## config.mk

```make
export PLATFORM = sky130hd
export DESIGN_NAME = opendap_mem_ap_apb_flat
export DESIGN_NICKNAME = d
export VERILOG_FILES = /design/src/rtl/opendap_mem_ap_apb_if.sv /design/src/rtl/opendap_mem_ap_apb.sv /design/src/flat_wrapper.sv
export SDC_FILE = /design/constraint.sdc
export NUM_CORES = 1
export LEC_CHECK = 0
export ABC_AREA = 1
export BUFFER_PORTS_ARGS = -buffer_cell sky130_fd_sc_hd__buf_2
export CORE_MARGIN = 10
export CORE_UTILIZATION = 47
export CTS_CLUSTER_SIZE = 24
export DETAILED_ROUTE_END_ITERATION = 7
export PLACE_DENSITY = 0.77
export SYNTH_ARGS = -nofsm -noshare
export SYNTH_HDL_FRONTEND = slang
export SYNTH_SLANG_ARGS = --single-unit
export TNS_END_PERCENT = 5
```

## constraint.sdc

```tcl
create_clock -name swclk -period 1.6 [get_ports swclk]
set_clock_uncertainty 0.15 [all_clocks]
set_input_delay 0.16 -clock swclk [delete_from_list [all_inputs] [get_ports swclk]]
set_output_delay 0.16 -clock swclk [all_outputs]
set_load 0.005 [all_outputs]
```

## src/rtl/opendap_mem_ap_apb_if.sv

```systemverilog
// AP-side (from SW-DP) and APB-side signal bundle for the minimal MEM-AP.
interface opendap_mem_ap_apb_if;
  // AP interface from the SW-DP
  logic [7:0]  ap_sel;
  logic [5:0]  ap_addr;
  logic [31:0] ap_wdata;
  logic        ap_wen;
  logic        ap_ren;
  logic        ap_abort;
  logic [31:0] ap_rdata;
  logic        ap_rdy;
  logic        ap_err;
  // APB3 master port
  logic        psel;
  logic        penable;
  logic        pwrite;
  logic [31:0] paddr;
  logic [31:0] pwdata;
  logic [31:0] prdata;
  logic        pready;
  logic        pslverr;

  // MEM-AP view: serves the DP, masters the APB
  modport slave (
    input  ap_sel, ap_addr, ap_wdata, ap_wen, ap_ren, ap_abort,
    input  prdata, pready, pslverr,
    output ap_rdata, ap_rdy, ap_err,
    output psel, penable, pwrite, paddr, pwdata
  );

  // Environment view: DP requester plus APB completer
  modport master (
    output ap_sel, ap_addr, ap_wdata, ap_wen, ap_ren, ap_abort,
    output prdata, pready, pslverr,
    input  ap_rdata, ap_rdy, ap_err,
    input  psel, penable, pwrite, paddr, pwdata
  );
endinterface

```

## src/rtl/opendap_mem_ap_apb.sv

```systemverilog
// Minimal MEM-AP: CSW/TAR/DRW/BDx/CFG/BASE/IDR, DRW/BDx mapped onto APB3.
module opendap_mem_ap_apb #(
  parameter logic [7:0]  AP_SEL = 8'h00,
  parameter logic [31:0] IDR    = 32'h0477_0002,
  parameter logic [31:0] BASE   = 32'h0000_0003
) (
  input  logic                swclk,
  input  logic                rst_n,
  opendap_mem_ap_apb_if.slave bus
);

  localparam int unsigned DATA_W = 32;

  localparam logic [1:0] S_IDLE   = 2'd0;
  localparam logic [1:0] S_SETUP  = 2'd1;
  localparam logic [1:0] S_ACCESS = 2'd2;

  localparam logic [5:0] A_CSW  = 6'h00;
  localparam logic [5:0] A_TAR  = 6'h01;
  localparam logic [5:0] A_DRW  = 6'h03;
  localparam logic [5:0] A_CFG  = 6'h3D;
  localparam logic [5:0] A_BASE = 6'h3E;
  localparam logic [5:0] A_IDR  = 6'h3F;

  logic [1:0]        r_state,    w_state_nxt;
  logic [DATA_W-1:0] r_tar,      w_tar_nxt;
  logic [1:0]        r_addrinc,  w_addrinc_nxt;
  logic              r_is_drw,   w_is_drw_nxt;
  logic [DATA_W-1:0] r_ap_rdata, w_ap_rdata_nxt;
  logic              r_ap_rdy,   w_ap_rdy_nxt;
  logic              r_ap_err,   w_ap_err_nxt;
  logic              r_psel,     w_psel_nxt;
  logic              r_penable,  w_penable_nxt;
  logic              r_pwrite,   w_pwrite_nxt;
  logic [DATA_W-1:0] r_paddr,    w_paddr_nxt;
  logic [DATA_W-1:0] r_pwdata,   w_pwdata_nxt;

  logic              w_strobe;
  logic              w_sel_hit;
  logic              w_acc;
  logic              w_bus_addr;
  logic [7:0]        w_tar_inc;
  logic [DATA_W-1:0] w_reg_rdata;

  assign w_strobe   = bus.ap_wen | bus.ap_ren;
  assign w_sel_hit  = (bus.ap_sel == AP_SEL);
  assign w_acc      = w_strobe && w_sel_hit && (r_state == S_IDLE);
  assign w_bus_addr = (bus.ap_addr == A_DRW) || (bus.ap_addr[5:2] == 4'b0001);
  assign w_tar_inc  = r_tar[9:2] + 8'd1;

  // Register-file readback mux (non-bus addresses)
  always_comb begin
    w_reg_rdata = '0;
    case (bus.ap_addr)
      A_CSW:   w_reg_rdata = {24'h0, (r_state != S_IDLE), 1'b1, r_addrinc, 1'b0, 3'b010};
      A_TAR:   w_reg_rdata = r_tar;
      A_CFG:   w_reg_rdata = '0;
      A_BASE:  w_reg_rdata = BASE;
      A_IDR:   w_reg_rdata = IDR;
      default: w_reg_rdata = '0;
    endcase
  end

  // Next-state and registered-output logic
  always_comb begin
    w_state_nxt    = r_state;
    w_tar_nxt      = r_tar;
    w_addrinc_nxt  = r_addrinc;
    w_is_drw_nxt   = r_is_drw;
    w_ap_rdata_nxt = r_ap_rdata;
    w_ap_rdy_nxt   = r_ap_rdy;
    w_ap_err_nxt   = 1'b0;
    w_psel_nxt     = r_psel;
    w_penable_nxt  = r_penable;
    w_pwrite_nxt   = r_pwrite;
    w_paddr_nxt    = r_paddr;
    w_pwdata_nxt   = r_pwdata;

    if (bus.ap_abort && (r_state != S_IDLE)) begin
      // Abandon the APB transfer and hand control back to the DP
      w_state_nxt   = S_IDLE;
      w_psel_nxt    = 1'b0;
      w_penable_nxt = 1'b0;
      w_ap_rdy_nxt  = 1'b1;
    end else begin
      case (r_state)
        S_IDLE: begin
          if (w_acc) begin
            if (w_bus_addr) begin
              w_paddr_nxt   = (bus.ap_addr == A_DRW) ? {r_tar[31:2], 2'b00}
                                                     : {r_tar[31:4], bus.ap_addr[1:0], 2'b00};
              w_pwrite_nxt  = bus.ap_wen;
              w_pwdata_nxt  = bus.ap_wdata;
              w_is_drw_nxt  = (bus.ap_addr == A_DRW);
              w_psel_nxt    = 1'b1;
              w_penable_nxt = 1'b0;
              w_ap_rdy_nxt  = 1'b0;
              w_state_nxt   = S_SETUP;
            end else if (bus.ap_wen) begin
              if (bus.ap_addr == A_CSW) w_addrinc_nxt = bus.ap_wdata[5:4];
              if (bus.ap_addr == A_TAR) w_tar_nxt     = bus.ap_wdata;
            end else begin
              w_ap_rdata_nxt = w_reg_rdata;
            end
          end else if (w_strobe && !w_sel_hit && bus.ap_ren && !bus.ap_wen) begin
            w_ap_rdata_nxt = '0;
          end
        end
        S_SETUP: begin
          w_penable_nxt = 1'b1;
          w_state_nxt   = S_ACCESS;
        end
        S_ACCESS: begin
          if (bus.pready) begin
            w_psel_nxt    = 1'b0;
            w_penable_nxt = 1'b0;
            w_ap_rdy_nxt  = 1'b1;
            w_ap_err_nxt  = bus.pslverr;
            w_state_nxt   = S_IDLE;
            if (!r_pwrite) w_ap_rdata_nxt = bus.prdata;
            if (r_is_drw && (r_addrinc == 2'b01) && !bus.pslverr)
              w_tar_nxt = {r_tar[31:10], w_tar_inc, r_tar[1:0]};
          end
        end
        default: begin
          w_state_nxt   = S_IDLE;
          w_psel_nxt    = 1'b0;
          w_penable_nxt = 1'b0;
          w_ap_rdy_nxt  = 1'b1;
        end
      endcase
    end
  end

  // State and output registers
  always_ff @(posedge swclk or negedge rst_n) begin
    if (!rst_n) begin
      r_state    <= S_IDLE;
      r_tar      <= '0;
      r_addrinc  <= 2'b00;
      r_is_drw   <= 1'b0;
      r_ap_rdata <= '0;
      r_ap_rdy   <= 1'b1;
      r_ap_err   <= 1'b0;
      r_psel     <= 1'b0;
      r_penable  <= 1'b0;
      r_pwrite   <= 1'b0;
      r_paddr    <= '0;
      r_pwdata   <= '0;
    end else begin
      r_state    <= w_state_nxt;
      r_tar      <= w_tar_nxt;
      r_addrinc  <= w_addrinc_nxt;
      r_is_drw   <= w_is_drw_nxt;
      r_ap_rdata <= w_ap_rdata_nxt;
      r_ap_rdy   <= w_ap_rdy_nxt;
      r_ap_err   <= w_ap_err_nxt;
      r_psel     <= w_psel_nxt;
      r_penable  <= w_penable_nxt;
      r_pwrite   <= w_pwrite_nxt;
      r_paddr    <= w_paddr_nxt;
      r_pwdata   <= w_pwdata_nxt;
    end
  end

  assign bus.ap_rdata = r_ap_rdata;
  assign bus.ap_rdy   = r_ap_rdy;
  assign bus.ap_err   = r_ap_err;
  assign bus.psel     = r_psel;
  assign bus.penable  = r_penable;
  assign bus.pwrite   = r_pwrite;
  assign bus.paddr    = r_paddr;
  assign bus.pwdata   = r_pwdata;

endmodule
```

## src/flat_wrapper.sv

```systemverilog
// flat-port wrapper written by rule: the top's interface ports become plain ports
module opendap_mem_ap_apb_flat 
#(
  parameter logic [7:0]  AP_SEL = 8'h00,
  parameter logic [31:0] IDR    = 32'h0477_0002,
  parameter logic [31:0] BASE   = 32'h0000_0003
)
  (swclk, rst_n, bus_ap_sel, bus_ap_addr, bus_ap_wdata, bus_ap_wen, bus_ap_ren, bus_ap_abort, bus_prdata, bus_pready, bus_pslverr, bus_ap_rdata, bus_ap_rdy, bus_ap_err, bus_psel, bus_penable, bus_pwrite, bus_paddr, bus_pwdata);
  opendap_mem_ap_apb_if bus_i ();
  input  logic swclk;
  input  logic rst_n;
  input wire logic [$bits(bus_i.ap_sel)-1:0] bus_ap_sel;
  input wire logic [$bits(bus_i.ap_addr)-1:0] bus_ap_addr;
  input wire logic [$bits(bus_i.ap_wdata)-1:0] bus_ap_wdata;
  input wire logic [$bits(bus_i.ap_wen)-1:0] bus_ap_wen;
  input wire logic [$bits(bus_i.ap_ren)-1:0] bus_ap_ren;
  input wire logic [$bits(bus_i.ap_abort)-1:0] bus_ap_abort;
  input wire logic [$bits(bus_i.prdata)-1:0] bus_prdata;
  input wire logic [$bits(bus_i.pready)-1:0] bus_pready;
  input wire logic [$bits(bus_i.pslverr)-1:0] bus_pslverr;
  output wire logic [$bits(bus_i.ap_rdata)-1:0] bus_ap_rdata;
  output wire logic [$bits(bus_i.ap_rdy)-1:0] bus_ap_rdy;
  output wire logic [$bits(bus_i.ap_err)-1:0] bus_ap_err;
  output wire logic [$bits(bus_i.psel)-1:0] bus_psel;
  output wire logic [$bits(bus_i.penable)-1:0] bus_penable;
  output wire logic [$bits(bus_i.pwrite)-1:0] bus_pwrite;
  output wire logic [$bits(bus_i.paddr)-1:0] bus_paddr;
  output wire logic [$bits(bus_i.pwdata)-1:0] bus_pwdata;
  assign bus_i.ap_sel = bus_ap_sel;
  assign bus_i.ap_addr = bus_ap_addr;
  assign bus_i.ap_wdata = bus_ap_wdata;
  assign bus_i.ap_wen = bus_ap_wen;
  assign bus_i.ap_ren = bus_ap_ren;
  assign bus_i.ap_abort = bus_ap_abort;
  assign bus_i.prdata = bus_prdata;
  assign bus_i.pready = bus_pready;
  assign bus_i.pslverr = bus_pslverr;
  assign bus_ap_rdata = bus_i.ap_rdata;
  assign bus_ap_rdy = bus_i.ap_rdy;
  assign bus_ap_err = bus_i.ap_err;
  assign bus_psel = bus_i.psel;
  assign bus_penable = bus_i.penable;
  assign bus_pwrite = bus_i.pwrite;
  assign bus_paddr = bus_i.paddr;
  assign bus_pwdata = bus_i.pwdata;
  opendap_mem_ap_apb #(.AP_SEL(AP_SEL), .IDR(IDR), .BASE(BASE)) u_core (.swclk(swclk), .rst_n(rst_n), .bus(bus_i));
endmodule
```

==> metrics, run 1 <==
Setup-failing EPs final 74; total global-route track usage 23.7%; final critical-path required period 1.71 ns; initial DRC count 475; gpl congestion 0.853; total grt overflow 0; # rows 42; syn_area_per_cell 7.76 sq um; failing checks setup timing; Pre-antenna DRT Iters 5; final count of pins violating max slew 0; cell area power density 895 mW/mm^2; nature of the critical path endpoint flip-flop; clk buf depth 2; Yosys top cell by area dfrtp_1; Final Hold Viols 0; number of unique standard cell types used by synthesis 29; Seq/Total Area, Yosys 53.5%; Die Ht 136 um; Setup crit start kind flip-flop; synthesized instance count 813; commonest cells after routing, fill and taps aside 437 x nand2_1, 182 x buf_2, 132 x dfrtp_1, 69 x dlygate4sd3_1, 51 x o21ai_0; Layout Nets 1,172; port buffer count 183; VDD IR-drop max 0.825 mV; achievable frequency 585 MHz; worst min path class input port to flip-flop; WP data arrival 1.92 ns; CTS tree done; Mapped Area 0.00631 sq mm; Top Ports 186; largest net degree at the start of global routing 55; vias in the first global route 6,579; DP HPWL 14,100 um; Die ar. 0.0185 sq mm; clock sink total 135; Post-Route WL 21,700 um; initial antenna violation count 3; final core occ 69.4%; Num CTS Buffers 17; pre-CTS setup slack -0.171 ns; leakage power 0.00512 uW; Clk pin slew, worst setup/hold paths 0.06 ns; DIE WIDTH 136 um; Routed Antenna Nets 0; fraction of layout instances using a drive strength above 1 27.7%; RSZ-0062 raised after global routing yes; drt wl/cell 16.9 um; worst skew pair latency 0.42 ns; outcome finished, violations left; R2R setup slack -0.11 ns; vias 6,437; global-route wire length before repair 34,700 um; Synth-to-Final Area Change 45.0%; critical path fanouts, max 8; Via-to-Cell Ratio 5.03; top cells by area, synth dfrtp_1 53%, nand2_1 27%, o21ai_0 4.2%; synthesized flop and latch total 135; Initial Utilization 47.8%; htree depth 4; most common cell after layout, fill and taps aside nand2_1; Yosys top cell area share 53.1%; total core area 0.0132 sq mm; drt drc 0; Max Cap Viol 0; period utilisation layout 107%; YS warnings 0; Layout fillers 1,004; fin worst setup slack -0.110 ns; WP data required 1.81 ns; Root Driver clkbuf_16; Setup CP Type flip-flop to flip-flop
per-stage QoR:
stage	power, uW	hold slack, ns	area [sq um]	TNS (ns)	std cells
after floorplan	3610	-0.286	6310	0	814
after global placement	3860	-0.0575	7610	-2.19	1169
after detailed placement	3860	-0.0555	7610	-6.08	1169
after CTS	8230	0.00691	9100	-2.36	1275
after global routing	8440	0.0240	9140	-14.21	1278
final	8180	0.0205	9150	-4.36	1280
flip-flops by register name, indices dropped and copies added (netlist names):
signal	count
u_core.r_addrinc	2
u_core.r_tar	32
u_core.r_is_drw	1
u_core.bus.penable	1
u_core.bus.paddr	30
u_core.bus.ap_rdata	32
u_core.r_state	1
u_core.bus.ap_rdy	1
u_core.bus.pwrite	1
u_core.bus.psel	1
u_core.bus.ap_err	1
u_core.bus.pwdata	32
final cells by class:
type	count	area, sq um	share of cell area (%)
sequential	135	3380	37.0
tap	176	220	2.41
multi-input combinational	604	2630	28.8
clock inverter	12	173	1.89
inverter	36	150	1.64
timing repair buffer	292	2110	23.1
antenna	5	12.5	0.137
clock buffer	20	467	5.10
power breakdown:
group          internal, uW  leakage (uW)  switching [uW]
registers              3430       0.00188            7.32
logic                   267       0.00293             276
clock network          2730      0.000312            1480
total                  6420       0.00512            1770
critical path, cell delays in order, from the launching register on:
cell and delay [ns]:
dfrtp_2 0.44, buf_4 0.15, a21oi_2 0.18, inv_2 0.09
nor2_1 0.12, o21ai_0 0.12, nor2_2 0.13, buf_6 0.15
nand2_1 0.06, nand2_1 0.05
cells in the mapped netlist:
cell      instances
nand2_1         450
dfrtp_1         134
o21ai_0          53
inv_1            30
o21ai_1          29
nand3_1          20
buf_2            19
nor2_1           17
buf_4             8
buf_6             7
clkbuf_1          5
inv_2             5
nor2_2            5
nand3_2           4
nand4_1           4
o21ai_2           4
a21oi_1           3
nor2_4            3
nand2_2           2
nand2_4           2
conb_1            1
dfstp_2           1
ha_1              1
inv_4             1
nand3_4           1
nand3b_1          1
nor3_1            1
nor3_2            1
or2_2             1
cells by family (layout without fill, tap and decap cells):
| group | count (synthesis) | after routing | share of synthesized area [%] |
|---|---|---|---|
| fa+ha+maj | 1 | 1 | 0.198 |
| compound gates | 89 | 89 | 7.30 |
| buf+inv | 75 | 360 | 6.19 |
| simple gates | 512 | 512 | 32.7 |
| other cells | 1 | 7 | 0.0594 |
| flops | 135 | 135 | 53.5 |
layer usage:
layer | part of all wire [%] | routed length, um | vias up | track usage (%)
li1 | - | - | 3076 | -
met1 | 40 | 8690 | 3011 | 28.9
met2 | 47 | 10100 | 286 | 36.9
met3 | 9.4 | 2030 | 64 | 7.97
met4 | 3.7 | 811 | 0 | 11.4
met5 | 0 | 0 | - | 0
what timing repair did:
item,in CTS,in global routing
setup endpoints to repair,83,133
hold endpoints to repair,233,0
buffers inserted,3,0
pin swaps,14,2
hold buffers,69,0
gates resized for setup,24,14
gates cloned,2,0
worst paths after layout:
check,cells after the start,start,end
setup / recovery,9,u_core.bus.penable$_DFFE_PN0P_,u_core.r_tar[6]$_DFFE_PN0P_
hold / removal,5,bus_prdata[31],u_core.bus.ap_rdata[31]$_DFFE_PN0P_
setup reg to reg,9,u_core.bus.penable$_DFFE_PN0P_,u_core.r_tar[6]$_DFFE_PN0P_
hold reg to reg,2,u_core.bus.ap_rdy$_DFFE_PN1P_,u_core.bus.ap_rdy$_DFFE_PN1P_
max in group asynchronous,3,rst_n,u_core.bus.ap_rdy$_DFFE_PN1P_
min in group asynchronous,2,rst_n,u_core.bus.pwdata[7]$_DFFE_PN0P_
Note: power is estimated with default switching activity, not from simulation.
==> run 2: changes to the inputs <==
- ABC_AREA: 1 -> not set
- CTS_CLUSTER_SIZE: 24 -> not set
==> run 2 against run 1 <==
  * Die area down 1.7%
  * Via count down 18%
  * Wire length down 7.0%
  * Worst hold slack better by 0.0097 ns
  * Sequential power about the same
  * Non-clock buffer count up 25
  * Cell area up 1.1%
  * The run still ends with setup timing left
  * Clock-buffer cell count down 2
  * Clock power down 4%
  * First-iteration DRC count down 27%
  * Combinational power up 7.2%
==> metrics, run 2 <==
YS warnings 0 (unchanged); failing checks setup timing; port buffer count 183 (unchanged); Setup TNS -27.02 ns (-22.66 ns); Initial Utilization 48.4% (+0.58 points); fraction of layout instances using a drive strength above 1 42.0% (+14 points); most common cell after layout, fill and taps aside buf_2; Internal Power 6250 uW (-2.7%); Num CTS Buffers 17 (unchanged); clock sink total 135 (unchanged); Yosys top cell by area dfrtp_1; largest net degree at the start of global routing 39 (-29%); final critical-path required period 1.86 ns (+0.151 ns); synthesized flop and latch total 135 (unchanged); Setup CP Type flip-flop to flip-flop; FFs w/ async S/R, synth 100% (unchanged); CTS tree done; Top Metal Used met4; Logic pwr share 7.2% (+0.6 points); Pwr Total 8060 uW (-1.5%); vias in the first global route 5,898 (-10%); Post-Route WL 20,200 um (-7.0%); Synth-to-Final Area Change 49.5%; CP max stage delay 0.46 ns (+0.02 ns); WHS 0.0302 ns (+0.00973 ns); Final Hold Viols 0 (unchanged); top cells by area, synth dfrtp_1 54%, mux2_1 16%, mux2i_1 5.7%; Cell Count, Final, Fillers Out 974 (-24%); Top FF cell, synth dfrtp_1; cell area power density 872 mW/mm^2 (-2.6%); RSZ-0062 raised after global routing yes; Setup crit start kind flip-flop; critical path's top delay family flip-flops; period utilisation layout 116% (+9.5 points); fin worst setup slack -0.261 ns (-0.151 ns); Setup-failing EPs final 132 (+78%); WHS Path Cells 3 (-2); # rows 41 (-2.4%); Top Ports 186 (unchanged); total grt overflow 0 (unchanged); worst skew pair latency 0.42 ns (about the same); Clk pin slew, worst setup/hold paths 0.06 ns (about the same); vias 5,249 (-18%); Layout Nets 873 (-26%); initial DRC count 348 (-27%); hold_sp bus_pslverr; achievable frequency 537 MHz (-8.1%); initial antenna violation count 2 (-1); met3 wire length 1560 um (-23%); Die Ht 135 um (-0.85%); crit-path cells nor2_4 -> o2111a_2 -> buf_6 -> nand2_8 -> buf_12 -> mux2_1; Flop pwr share 42.8% (+0.9 points); dpl cells 867 (-26%); critical path fanouts, max 32 (+24); Via-to-Cell Ratio 5.39 (+7.2%); most frequent cell after synthesis dfrtp_1; Switching Share 22.5% (+0.94 points); htree depth 4 (unchanged); Die ar. 0.0182 sq mm (-1.7%); WL met1 7640 um (-12%); Clock power frac 50.0% (-1.4 points); CP max stage cell dfrtp_2; commonest cells after routing, fill and taps aside 182 x buf_2, 133 x dfrtp_1, 66 x dlygate4sd3_1, 59 x mux2_1, 53 x buf_4; Pre-antenna DRT Iters 5 (unchanged); Seq/Total Area, Yosys 54.6% (+1.1 points); worst min path class input port to flip-flop; WP data arrival 2.01 ns (+0.09 ns); outcome finished, violations left; DIE WIDTH 135 um (-0.85%); Layout fillers 851 (-15%); Mapped Area 0.00619 sq mm (-2.0%); WP data required 1.75 ns (-0.06 ns); number of unique standard cell types used by synthesis 55 (+90%); Reg-to-Reg Start u_core.bus.penable$_DFFE_PN0P_; nature of the critical path endpoint flip-flop; Worst Path Buf+Inv 2 (-1); VDD IR-drop max 0.542 mV (-34%); RR Endpoint u_core.bus.pwdata[24]$_DFFE_PN0P_; DP HPWL 13,700 um (-2.8%); drt wl/cell 20.7 um (+22%); total global-route track usage 22.0% (-1.6 points); Max Cap Viol 0 (unchanged); drt drc 0 (unchanged); global-route wire length before repair 31,600 um (-8.9%); Root Driver clkbuf_16; leakage power 0.00492 uW (-3.9%); synthesized instance count 485 (-40%); final count of pins violating max slew 0 (unchanged); final core occ 72.4% (+3.0 points); Psw 1810 uW (+2.8%); met2 wire len 10,500 um (+3.2%); Routed Antenna Nets 0 (unchanged); clk buf depth 2 (unchanged); R2R setup slack -0.26 ns (-0.15 ns); Yosys top cell area share 54.2% (+1.1 points); gpl congestion 0.859 (+0.69%); syn_area_per_cell 12.8 sq um (+64%); synth cell count leaders 134 x dfrtp_1, 87 x mux2_1, 35 x mux2i_1, 35 x nand2_1, 34 x inv_1; Worst R2R Path Depth 6 (-3); EDFF count, synth 0 (unchanged); total core area 0.0128 sq mm (-3.2%); Worst Hold Path EP u_core.bus.ap_err$_DFF_PN0_
[run 2: cell count changes after synthesis, moves of 7 or more]
cell / delta
nor2_1: -7
clkbuf_1: +7
a32o_1: +20
a2bb2oi_1: +7
o32ai_1: +7
o21ai_1: -29
nand3_1: -16
mux2i_1: +35
mux2_1: +87
a32oi_1: +7
o21ai_0: -49
nand2_1: -415
[run 2: cells by family after synthesis]
kind of cell | Yosys count | share of synthesized area [%]
mux | 126 | 22.3
fa+ha+maj | 1 | 0.202
flops | 135 | 54.6
buf+inv | 70 | 5.46
simple gates | 79 | 7.14
compound gates | 73 | 10.2
other cells | 1 | 0.0606
[run 2: per-stage QoR]
step,setup slack (ns),cell area [sq um]
3_3_place_gp,-0.436,7720
4_1_cts,-0.243,9110
5_1_grt,-0.325,9250
6_report,-0.261,9250
3_5_place_dp,-0.479,7720
2_1_floorplan,-0.336,6250
[run 2: what timing repair did]
item	in CTS	in global routing
cloned	0	1
hold endpoints to repair	233	0
resized for setup	16	27
setup buffers	6	0
setup endpoints to repair	133	132
hold buffers	66	0
pin swaps	1	0
[run 2: per-layer routing]
layer	vias up	global-route usage (%)
met3	36	7.12
met2	212	38.4
met5	-	0
met4	0	8.77
li1	2371	-
met1	2630	24.3
[run 2: final cells by class]
cell class,count,area (sq um),area share [%]
clock inverters,14,174,1.88
well taps,172,215,2.33
repair buffers,317,2240,24.3
inverters,35,131,1.42
diodes,2,5.00,0.0541
multi-input cells,281,2660,28.7
flip-flops and latches,135,3380,36.6
clock buffers,18,439,4.75
[run 2: power by group through the flow]
stage                     registers, uW  logic (uW)  clock network, uW
after floorplan                    3510         120                  0
after global placement             3510         418                  0
after detailed placement           3510         432                  0
after CTS                          3450         566               4080
after global routing               3450         632               4250
final                              3450         581               4030
[run 2: how the worst max path moves through the flow]
stage	to	slack, ns	depth (start not counted)	startpoint
final	u_core.bus.pwdata[24]$_DFFE_PN0P_	-0.26	6	u_core.bus.penable$_DFFE_PN0P_
after global routing	u_core.r_addrinc[0]$_DFFE_PN0P_	-0.33	5	u_core.bus.penable$_DFFE_PN0P_
after CTS	u_core.bus.ap_rdata[19]$_DFFE_PN0P_	-0.24	5	u_core.bus.pwrite$_DFFE_PN0P_
after detailed placement	u_core.r_addrinc[1]$_DFFE_PN0P_	-0.48	6	bus_ap_addr[5]
after global placement	u_core.r_tar[3]$_DFFE_PN0P_	-0.44	6	bus_ap_addr[5]
after floorplan	u_core.r_addrinc[0]$_DFFE_PN0P_	-0.34	4	u_core.r_state[0]$_DFFE_PN0P_
[run 2: tightest hold or removal path, cell delays in order]
cell and delay, ns:
buf_2 0.10, buf_4 0.09, and4b_1 0.21
